**config.mk**
```make
export PLATFORM = sky130hd
export DESIGN_NAME = mem_arb2_flat
export DESIGN_NICKNAME = d
export VERILOG_FILES = /design/src/rtl/mem_arb_pkg.sv /design/src/rtl/mem_arb2_if.sv /design/src/rtl/mem_arb2_rr_arb2.sv /design/src/rtl/mem_arb2.sv /design/src/flat_wrapper.sv
export SDC_FILE = /design/constraint.sdc
export NUM_CORES = 1
export LEC_CHECK = 0
export CAP_MARGIN = 20
export CORE_ASPECT_RATIO = 1.2
export CORE_UTILIZATION = 43
export DETAILED_ROUTE_END_ITERATION = 10
export PLACE_DENSITY = 0.91
export SYNTH_ARGS = -nofsm -noshare
export SYNTH_HDL_FRONTEND = slang
export SYNTH_SLANG_ARGS = --single-unit
```
**constraint.sdc**
```tcl
create_clock -name clk -period 2.4 [get_ports clk]
set_input_delay 0.48 -clock clk [delete_from_list [all_inputs] [get_ports clk]]
set_output_delay 0.48 -clock clk [all_outputs]
set_load 0.01 [all_outputs]
```
**src/rtl/mem_arb_pkg.sv**
```systemverilog
// ============================================================================
// Module      : mem_arb_pkg
// Description : Shared widths, FSM state and command types for mem_arb2.
// Revision    : 1.0 - initial release
// ============================================================================
`default_nettype none

package mem_arb_pkg;

    localparam int ADDR_W = 5;
    localparam int DATA_W = 8;

    localparam logic [15:0] C_CNT_MAX = 16'hFFFF;

    typedef enum logic [1:0] {
        IDLE = 2'd0,
        WR   = 2'd1,
        RD   = 2'd2,
        CAP  = 2'd3
    } arb_state_t;

    typedef struct packed {
        logic              we;
        logic [ADDR_W-1:0] addr;
        logic [DATA_W-1:0] wdata;
        logic              idx;
    } arb_cmd_t;

    function automatic logic [15:0] sat_inc(input logic [15:0] v);
        return (v == C_CNT_MAX) ? v : v + 16'd1;
    endfunction

endpackage

`default_nettype wire

```
**src/rtl/mem_arb2_if.sv**
```systemverilog
// ============================================================================
// Module      : mem_arb2_if
// Description : Requester and memory-port bundle for mem_arb2.
//               Stats counters present only with MEM_ARB_STATS_EN.
// Revision    : 1.0 - initial release
// ============================================================================
`default_nettype none

interface mem_arb2_if;
    import mem_arb_pkg::*;

    logic [1:0]        req;
    logic [1:0]        we;
    logic [ADDR_W-1:0] addr0;
    logic [ADDR_W-1:0] addr1;
    logic [DATA_W-1:0] wdata0;
    logic [DATA_W-1:0] wdata1;
    logic [1:0]        gnt;
    logic [1:0]        rvalid;
    logic [DATA_W-1:0] rdata;
    logic [ADDR_W-1:0] mem_addr;
    logic [DATA_W-1:0] mem_data_in;
    logic              mem_read;
    logic              mem_write;
    logic [DATA_W-1:0] mem_data_out;
    logic              busy;
`ifdef MEM_ARB_STATS_EN
    logic [15:0]       wr_cnt0;
    logic [15:0]       wr_cnt1;
    logic [15:0]       rd_cnt0;
    logic [15:0]       rd_cnt1;
`endif

    modport slave (
        input  req, we, addr0, addr1, wdata0, wdata1, mem_data_out,
        output gnt, rvalid, rdata, mem_addr, mem_data_in, mem_read, mem_write, busy
`ifdef MEM_ARB_STATS_EN
        , output wr_cnt0, wr_cnt1, rd_cnt0, rd_cnt1
`endif
    );

    modport master (
        output req, we, addr0, addr1, wdata0, wdata1, mem_data_out,
        input  gnt, rvalid, rdata, mem_addr, mem_data_in, mem_read, mem_write, busy
`ifdef MEM_ARB_STATS_EN
        , input wr_cnt0, wr_cnt1, rd_cnt0, rd_cnt1
`endif
    );

endinterface

`default_nettype wire

```
**src/rtl/mem_arb2_rr_arb2.sv**
```systemverilog
// ============================================================================
// Module      : rr_arb2
// Description : Two-way combinational round-robin pick; on a tie the port
//               that was not granted last wins.
// Revision    : 1.0 - initial release
// ============================================================================
`default_nettype none

module rr_arb2 (
    input  wire logic [1:0] req,
    input  wire logic       last,
    output logic [1:0]      win_oh,
    output logic            win_idx
);

    assign win_idx = req[1] & (~req[0] | ~last);
    assign win_oh  = (req == 2'b00) ? 2'b00 : (win_idx ? 2'b10 : 2'b01);

endmodule

`default_nettype wire

```
**src/rtl/mem_arb2.sv**
```systemverilog
// ============================================================================
// Module      : mem_arb2
// Description : Round-robin two-port arbiter/sequencer for a 32x8 sync memory.
//               Optional per-port grant counters under MEM_ARB_STATS_EN.
// Revision    : 1.0 - initial release
// ============================================================================
`default_nettype none

module mem_arb2
    import mem_arb_pkg::*;
(
    input  wire logic   clk,
    input  wire logic   rst,
    mem_arb2_if.slave   bus
);

    arb_state_t        r_state;
    arb_cmd_t          r_cmd;
    logic              r_last;
    logic [1:0]        r_gnt;
    logic [1:0]        r_rvalid;
    logic [DATA_W-1:0] r_rdata;
    logic [ADDR_W-1:0] r_mem_addr;
    logic [DATA_W-1:0] r_mem_data_in;
    logic              r_mem_read;
    logic              r_mem_write;

    logic [1:0]        w_win_oh;
    logic              w_win_idx;
    arb_cmd_t          w_next_cmd;

    rr_arb2 u_rr (
        .req     (bus.req),
        .last    (r_last),
        .win_oh  (w_win_oh),
        .win_idx (w_win_idx)
    );

    always_comb begin
        w_next_cmd     = '0;
        w_next_cmd.idx = w_win_idx;
        if (w_win_idx) begin
            w_next_cmd.we    = bus.we[1];
            w_next_cmd.addr  = bus.addr1;
            w_next_cmd.wdata = bus.wdata1;
        end else begin
            w_next_cmd.we    = bus.we[0];
            w_next_cmd.addr  = bus.addr0;
            w_next_cmd.wdata = bus.wdata0;
        end
    end

    // Strobes and grant are loaded on entry to WR/RD so every output is a flop.
    always_ff @(posedge clk or posedge rst) begin
        if (rst) begin
            r_state       <= IDLE;
            r_cmd         <= '0;
            r_last        <= 1'b1;
            r_gnt         <= '0;
            r_rvalid      <= '0;
            r_rdata       <= '0;
            r_mem_addr    <= '0;
            r_mem_data_in <= '0;
            r_mem_read    <= 1'b0;
            r_mem_write   <= 1'b0;
        end else begin
            r_rvalid <= '0;
            case (r_state)
                IDLE: begin
                    if (|bus.req) begin
                        r_cmd         <= w_next_cmd;
                        r_last        <= w_win_idx;
                        r_gnt         <= w_win_oh;
                        r_mem_addr    <= w_next_cmd.addr;
                        r_mem_data_in <= w_next_cmd.wdata;
                        r_mem_write   <= w_next_cmd.we;
                        r_mem_read    <= ~w_next_cmd.we;
                        r_state       <= w_next_cmd.we ? WR : RD;
                    end
                end
                WR: begin
                    r_gnt       <= '0;
                    r_mem_write <= 1'b0;
                    r_state     <= IDLE;
                end
                RD: begin
                    r_gnt      <= '0;
                    r_mem_read <= 1'b0;
                    r_state    <= CAP;
                end
                CAP: begin
                    r_rdata  <= bus.mem_data_out;
                    r_rvalid <= r_cmd.idx ? 2'b10 : 2'b01;
                    r_state  <= IDLE;
                end
                default: r_state <= IDLE;
            endcase
        end
    end

    assign bus.gnt         = r_gnt;
    assign bus.rvalid      = r_rvalid;
    assign bus.rdata       = r_rdata;
    assign bus.mem_addr    = r_mem_addr;
    assign bus.mem_data_in = r_mem_data_in;
    assign bus.mem_read    = r_mem_read;
    assign bus.mem_write   = r_mem_write;
    assign bus.busy        = (r_state != IDLE);

`ifdef MEM_ARB_STATS_EN
    logic [15:0] r_wr_cnt0;
    logic [15:0] r_wr_cnt1;
    logic [15:0] r_rd_cnt0;
    logic [15:0] r_rd_cnt1;

    // r_cmd is stable while the grant pulse is high, so it tags the pulse.
    always_ff @(posedge clk or posedge rst) begin
        if (rst) begin
            r_wr_cnt0 <= '0;
            r_wr_cnt1 <= '0;
            r_rd_cnt0 <= '0;
            r_rd_cnt1 <= '0;
        end else if (|r_gnt) begin
            case ({r_cmd.idx, r_cmd.we})
                2'b01:   r_wr_cnt0 <= sat_inc(r_wr_cnt0);
                2'b11:   r_wr_cnt1 <= sat_inc(r_wr_cnt1);
                2'b00:   r_rd_cnt0 <= sat_inc(r_rd_cnt0);
                default: r_rd_cnt1 <= sat_inc(r_rd_cnt1);
            endcase
        end
    end

    assign bus.wr_cnt0 = r_wr_cnt0;
    assign bus.wr_cnt1 = r_wr_cnt1;
    assign bus.rd_cnt0 = r_rd_cnt0;
    assign bus.rd_cnt1 = r_rd_cnt1;
`endif

endmodule

`default_nettype wire

```
**src/flat_wrapper.sv**
```systemverilog
// flat-port wrapper written by rule: the top's interface ports become plain ports
module mem_arb2_flat import mem_arb_pkg::*;
  (clk, rst, bus_req, bus_we, bus_addr0, bus_addr1, bus_wdata0, bus_wdata1, bus_mem_data_out, bus_gnt, bus_rvalid, bus_rdata, bus_mem_addr, bus_mem_data_in, bus_mem_read, bus_mem_write, bus_busy);
  mem_arb2_if bus_i ();
  input  wire logic clk;
  input  wire logic rst;
  input wire logic [$bits(bus_i.req)-1:0] bus_req;
  input wire logic [$bits(bus_i.we)-1:0] bus_we;
  input wire logic [$bits(bus_i.addr0)-1:0] bus_addr0;
  input wire logic [$bits(bus_i.addr1)-1:0] bus_addr1;
  input wire logic [$bits(bus_i.wdata0)-1:0] bus_wdata0;
  input wire logic [$bits(bus_i.wdata1)-1:0] bus_wdata1;
  input wire logic [$bits(bus_i.mem_data_out)-1:0] bus_mem_data_out;
  output wire logic [$bits(bus_i.gnt)-1:0] bus_gnt;
  output wire logic [$bits(bus_i.rvalid)-1:0] bus_rvalid;
  output wire logic [$bits(bus_i.rdata)-1:0] bus_rdata;
  output wire logic [$bits(bus_i.mem_addr)-1:0] bus_mem_addr;
  output wire logic [$bits(bus_i.mem_data_in)-1:0] bus_mem_data_in;
  output wire logic [$bits(bus_i.mem_read)-1:0] bus_mem_read;
  output wire logic [$bits(bus_i.mem_write)-1:0] bus_mem_write;
  output wire logic [$bits(bus_i.busy)-1:0] bus_busy;
  assign bus_i.req = bus_req;
  assign bus_i.we = bus_we;
  assign bus_i.addr0 = bus_addr0;
  assign bus_i.addr1 = bus_addr1;
  assign bus_i.wdata0 = bus_wdata0;
  assign bus_i.wdata1 = bus_wdata1;
  assign bus_i.mem_data_out = bus_mem_data_out;
  assign bus_gnt = bus_i.gnt;
  assign bus_rvalid = bus_i.rvalid;
  assign bus_rdata = bus_i.rdata;
  assign bus_mem_addr = bus_i.mem_addr;
  assign bus_mem_data_in = bus_i.mem_data_in;
  assign bus_mem_read = bus_i.mem_read;
  assign bus_mem_write = bus_i.mem_write;
  assign bus_busy = bus_i.busy;
  mem_arb2 u_core (.clk(clk), .rst(rst), .bus(bus_i));
endmodule
```
==> impl_metrics.tcl <==
set metrics [dict create \
    finalClockSkew_ns 0.00334 \
    dieArea_um2 3560 \
    layout.nets 243 \
    rsz0062_at_grt "false" \
    yosysSeqAreaShare 0.543 \
    final.setup.tns_ns 0 \
    antenna_found_initial 0 \
    power_uw 2510 \
    synth_warnings 0 \
    fin_crit_sh 0.941 \
    syn_to_final_growth_pct 54.1 \
    synthCells 128 \
    drtPass1Iterations 4 \
    gp_congestion 0.846 \
    cp.required_ns 1.92 \
    max_stage_delay_ns 0.49 \
    ys_ff_latch 31 \
    syn_nets 172 \
    cts_sinks 31 \
    worstSetupStartpointType "flop" \
    cp_cell_sequence "inv_1, ha_2, inv_1, clkdlybuf4s50_1" \
    hold_violations 0 \
    grt_max_degree 32 \
    vias_per_cell 4.93 \
    max_slew_margin 0.743 \
    grt_pass1_wl_mm 5.23 \
    cts_buffers 5 \
    final_max_slew_viol_count 0 \
    drt_iter0_drc 21 \
    syn_area_per_cell_um2 11.2 \
    rows 22 \
    initial_core_util 0.460 \
    n_antenna_cell 0 \
    grt.overflow.total 0 \
    num_vias 1164 \
    worstPathMaxFanout 12 \
    cpMaxStageDelayCell "clkdlybuf4s50_1" \
    fin_crit_ns 2.26 \
    clock.fmax_mhz 443 \
    synthDistinctLibCells 27 \
    drt_wl_total_mm 3.36 \
    setup_viol 0 \
    ios 68 \
    critical_path_arrival_ns 1.78 \
    design_area_um2 2200 \
    worstMarginPinSlew_ns 0.385 \
    netlist_area_um2 1430 \
    status "finished clean" \
    cp_common_cell "inv_1" \
    track_usage 0.212 \
    dp_hpwl_mm 2.68 \
    drc 0 \
    drive_gt1_frac 0.115 \
    detail-route-antenna-nets 0 \
    dieWidth_um 54.6 \
    cts_setup_buffers 0 \
    ctsLongestPathBuffers 2 \
    clkTransAtPathRegs_ns 0.09 \
    insertion_delay_ns 0.33 \
    maxCapViolCount 0 \
    vdd_ir_drop_max_mv 0.676 \
    dpl_cell_area_um2 2150 \
    cts_tree "yes" \
    critical_path.endpoint_type "output port" \
    holdCritPathClass "reg2reg" \
    htree_levels 2 \
    worstSetupPathType "reg2out" \
    io_buffers 67 \
    p_per_area_nw_per_um2 1140 \
    p_leak_uw 0.000959 \
    reg2reg_slack_ns 0.88 \
    routedWlPerCell_um 14.2 \
    fp.dieH_um 65.2 \
    grt_pass1_vias 1164 \
    core_area_um2 3110 \
    clock-root-buffer "clkbuf_4" \
]
## cells in the mapped netlist (all sizes together)
master / instances / share of area
dfrtp: 30 / 0.52
nand2: 16 / 0.042
o21ai: 16 / 0.056
mux2i: 13 / 0.091
mux2: 8 / 0.063
inv: 7 / 0.018
clkbuf: 5 / 0.013
a21oi: 4 / 0.014
ha: 4 / 0.035
nor2: 4 / 0.010
a22o: 2 / 0.012
and2: 2 / 0.0087
nand2b: 2 / 0.0087
nand3: 2 / 0.0070
o211ai: 2 / 0.010
a21bo: 1 / 0.0070
a21boi: 1 / 0.013
a22oi: 1 / 0.0053
a31oi: 1 / 0.0044
buf: 1 / 0.010
dfstp: 1 / 0.018
nor2b: 1 / 0.0044
o221ai: 1 / 0.0061
o22a: 1 / 0.0061
o31ai: 1 / 0.0053
or2: 1 / 0.0044
## metrics by stage
| step | utilization | hold slack (ns) | instances | worst slack, ns |
|---|---|---|---|---|
| 6_report | 0.708 | 0.468 | 236 | 0.142 |
| 4_1_cts | 0.708 | 0.479 | 236 | 0.119 |
| 3_3_place_gp | 0.691 | 0.465 | 228 | 0.440 |
| 3_5_place_dp | 0.691 | 0.467 | 228 | 0.384 |
| 5_1_grt | 0.708 | 0.500 | 236 | 0.0229 |
| 2_1_floorplan | - | 0.417 | 128 | 0.879 |
## sequential cells by signal (all words and copies together), names as in the netlist
signal                  cells
u_core.bus.mem_data_in      8
u_core.bus.rdata            8
u_core.bus.mem_addr         5
u_core.bus.gnt              2
u_core.bus.rvalid           2
u_core.r_state              2
u_core.bus.mem_read         1
u_core.bus.mem_write        1
u_core.r_cmd                1
u_core.r_last               1
## layer usage
metal / track usage / routed length (um) / part of all wire
met1: 0.218 / 1220 / 0.36
met2: 0.378 / 1730 / 0.51
met3: 0.0787 / 349 / 0.10
met4: 0.0705 / 65 / 0.019
met5: 0 / 0 / 0
## critical path: cells and delay by family (launching register included)
family / cells / cell delay [ns]
flip-flops: 1 / 0.41
buffers and inverters: 3 / 0.72
adder cells (fa/ha/maj): 1 / 0.32
## path summary, 6_finish.rpt
path	from	to	cells past startpoint
min in group asynchronous	rst	u_core.bus.rdata[3]	3
max	u_core.r_state[0]	bus_busy	4
min	u_core.r_cmd[0]	u_core.bus.rvalid[0]	1
max in group asynchronous	rst	u_core.r_last	3
max reg2reg	u_core.r_state[0]	u_core.bus.mem_addr[3]	6
min reg2reg	u_core.r_cmd[0]	u_core.bus.rvalid[0]	1
## cell type report
type | instances | area [um^2]
Timing Repair Buffer | 70 | 706
Sequential cell | 31 | 777
Clock buffer | 7 | 45.0
Clock inverter | 1 | 5.00
Fill cell | 211 | 907
Tap cell | 36 | 45.0
Inverter | 7 | 26.3
Multi-Input combinational cell | 84 | 599
## timing repair
action                                  in CTS  in global routing
hold buffers                                 0                  0
resized for setup                            1                  0
endpoints found under the setup margin       1                  0
endpoints found under the hold margin        0                  0
## report_power, final
group	internal, uW	switching (uW)	total (uW)
clock	114	165	279
sequential	778	149	927
combinational	733	570	1300
total	1630	885	2510
## cell families after synthesis
| logic type | count (synthesis) | share of synthesized area |
|---|---|---|
| AO/OA/AOI/OAI | 31 | 0.140 |
| flip-flops | 31 | 0.543 |
| AND/OR/NAND/NOR | 28 | 0.0857 |
| multiplexers | 21 | 0.154 |
| buffers and inverters | 13 | 0.0420 |
| adder cells (fa/ha/maj) | 4 | 0.0350 |
## cell usage in the layout, fill, tap and decap left out, types with 3 or more instances in the layout
cell type         n
mux2_2            8
ha_1              3
clkdlybuf4s50_1  67
a21oi_1           4
inv_1             7
clkbuf_4          5
dfrtp_1          30
nand2_1          16
nor2_1            4
mux2i_1          13
o21ai_1           9
o21ai_0           6
Power figures use the tool's default switching activity.
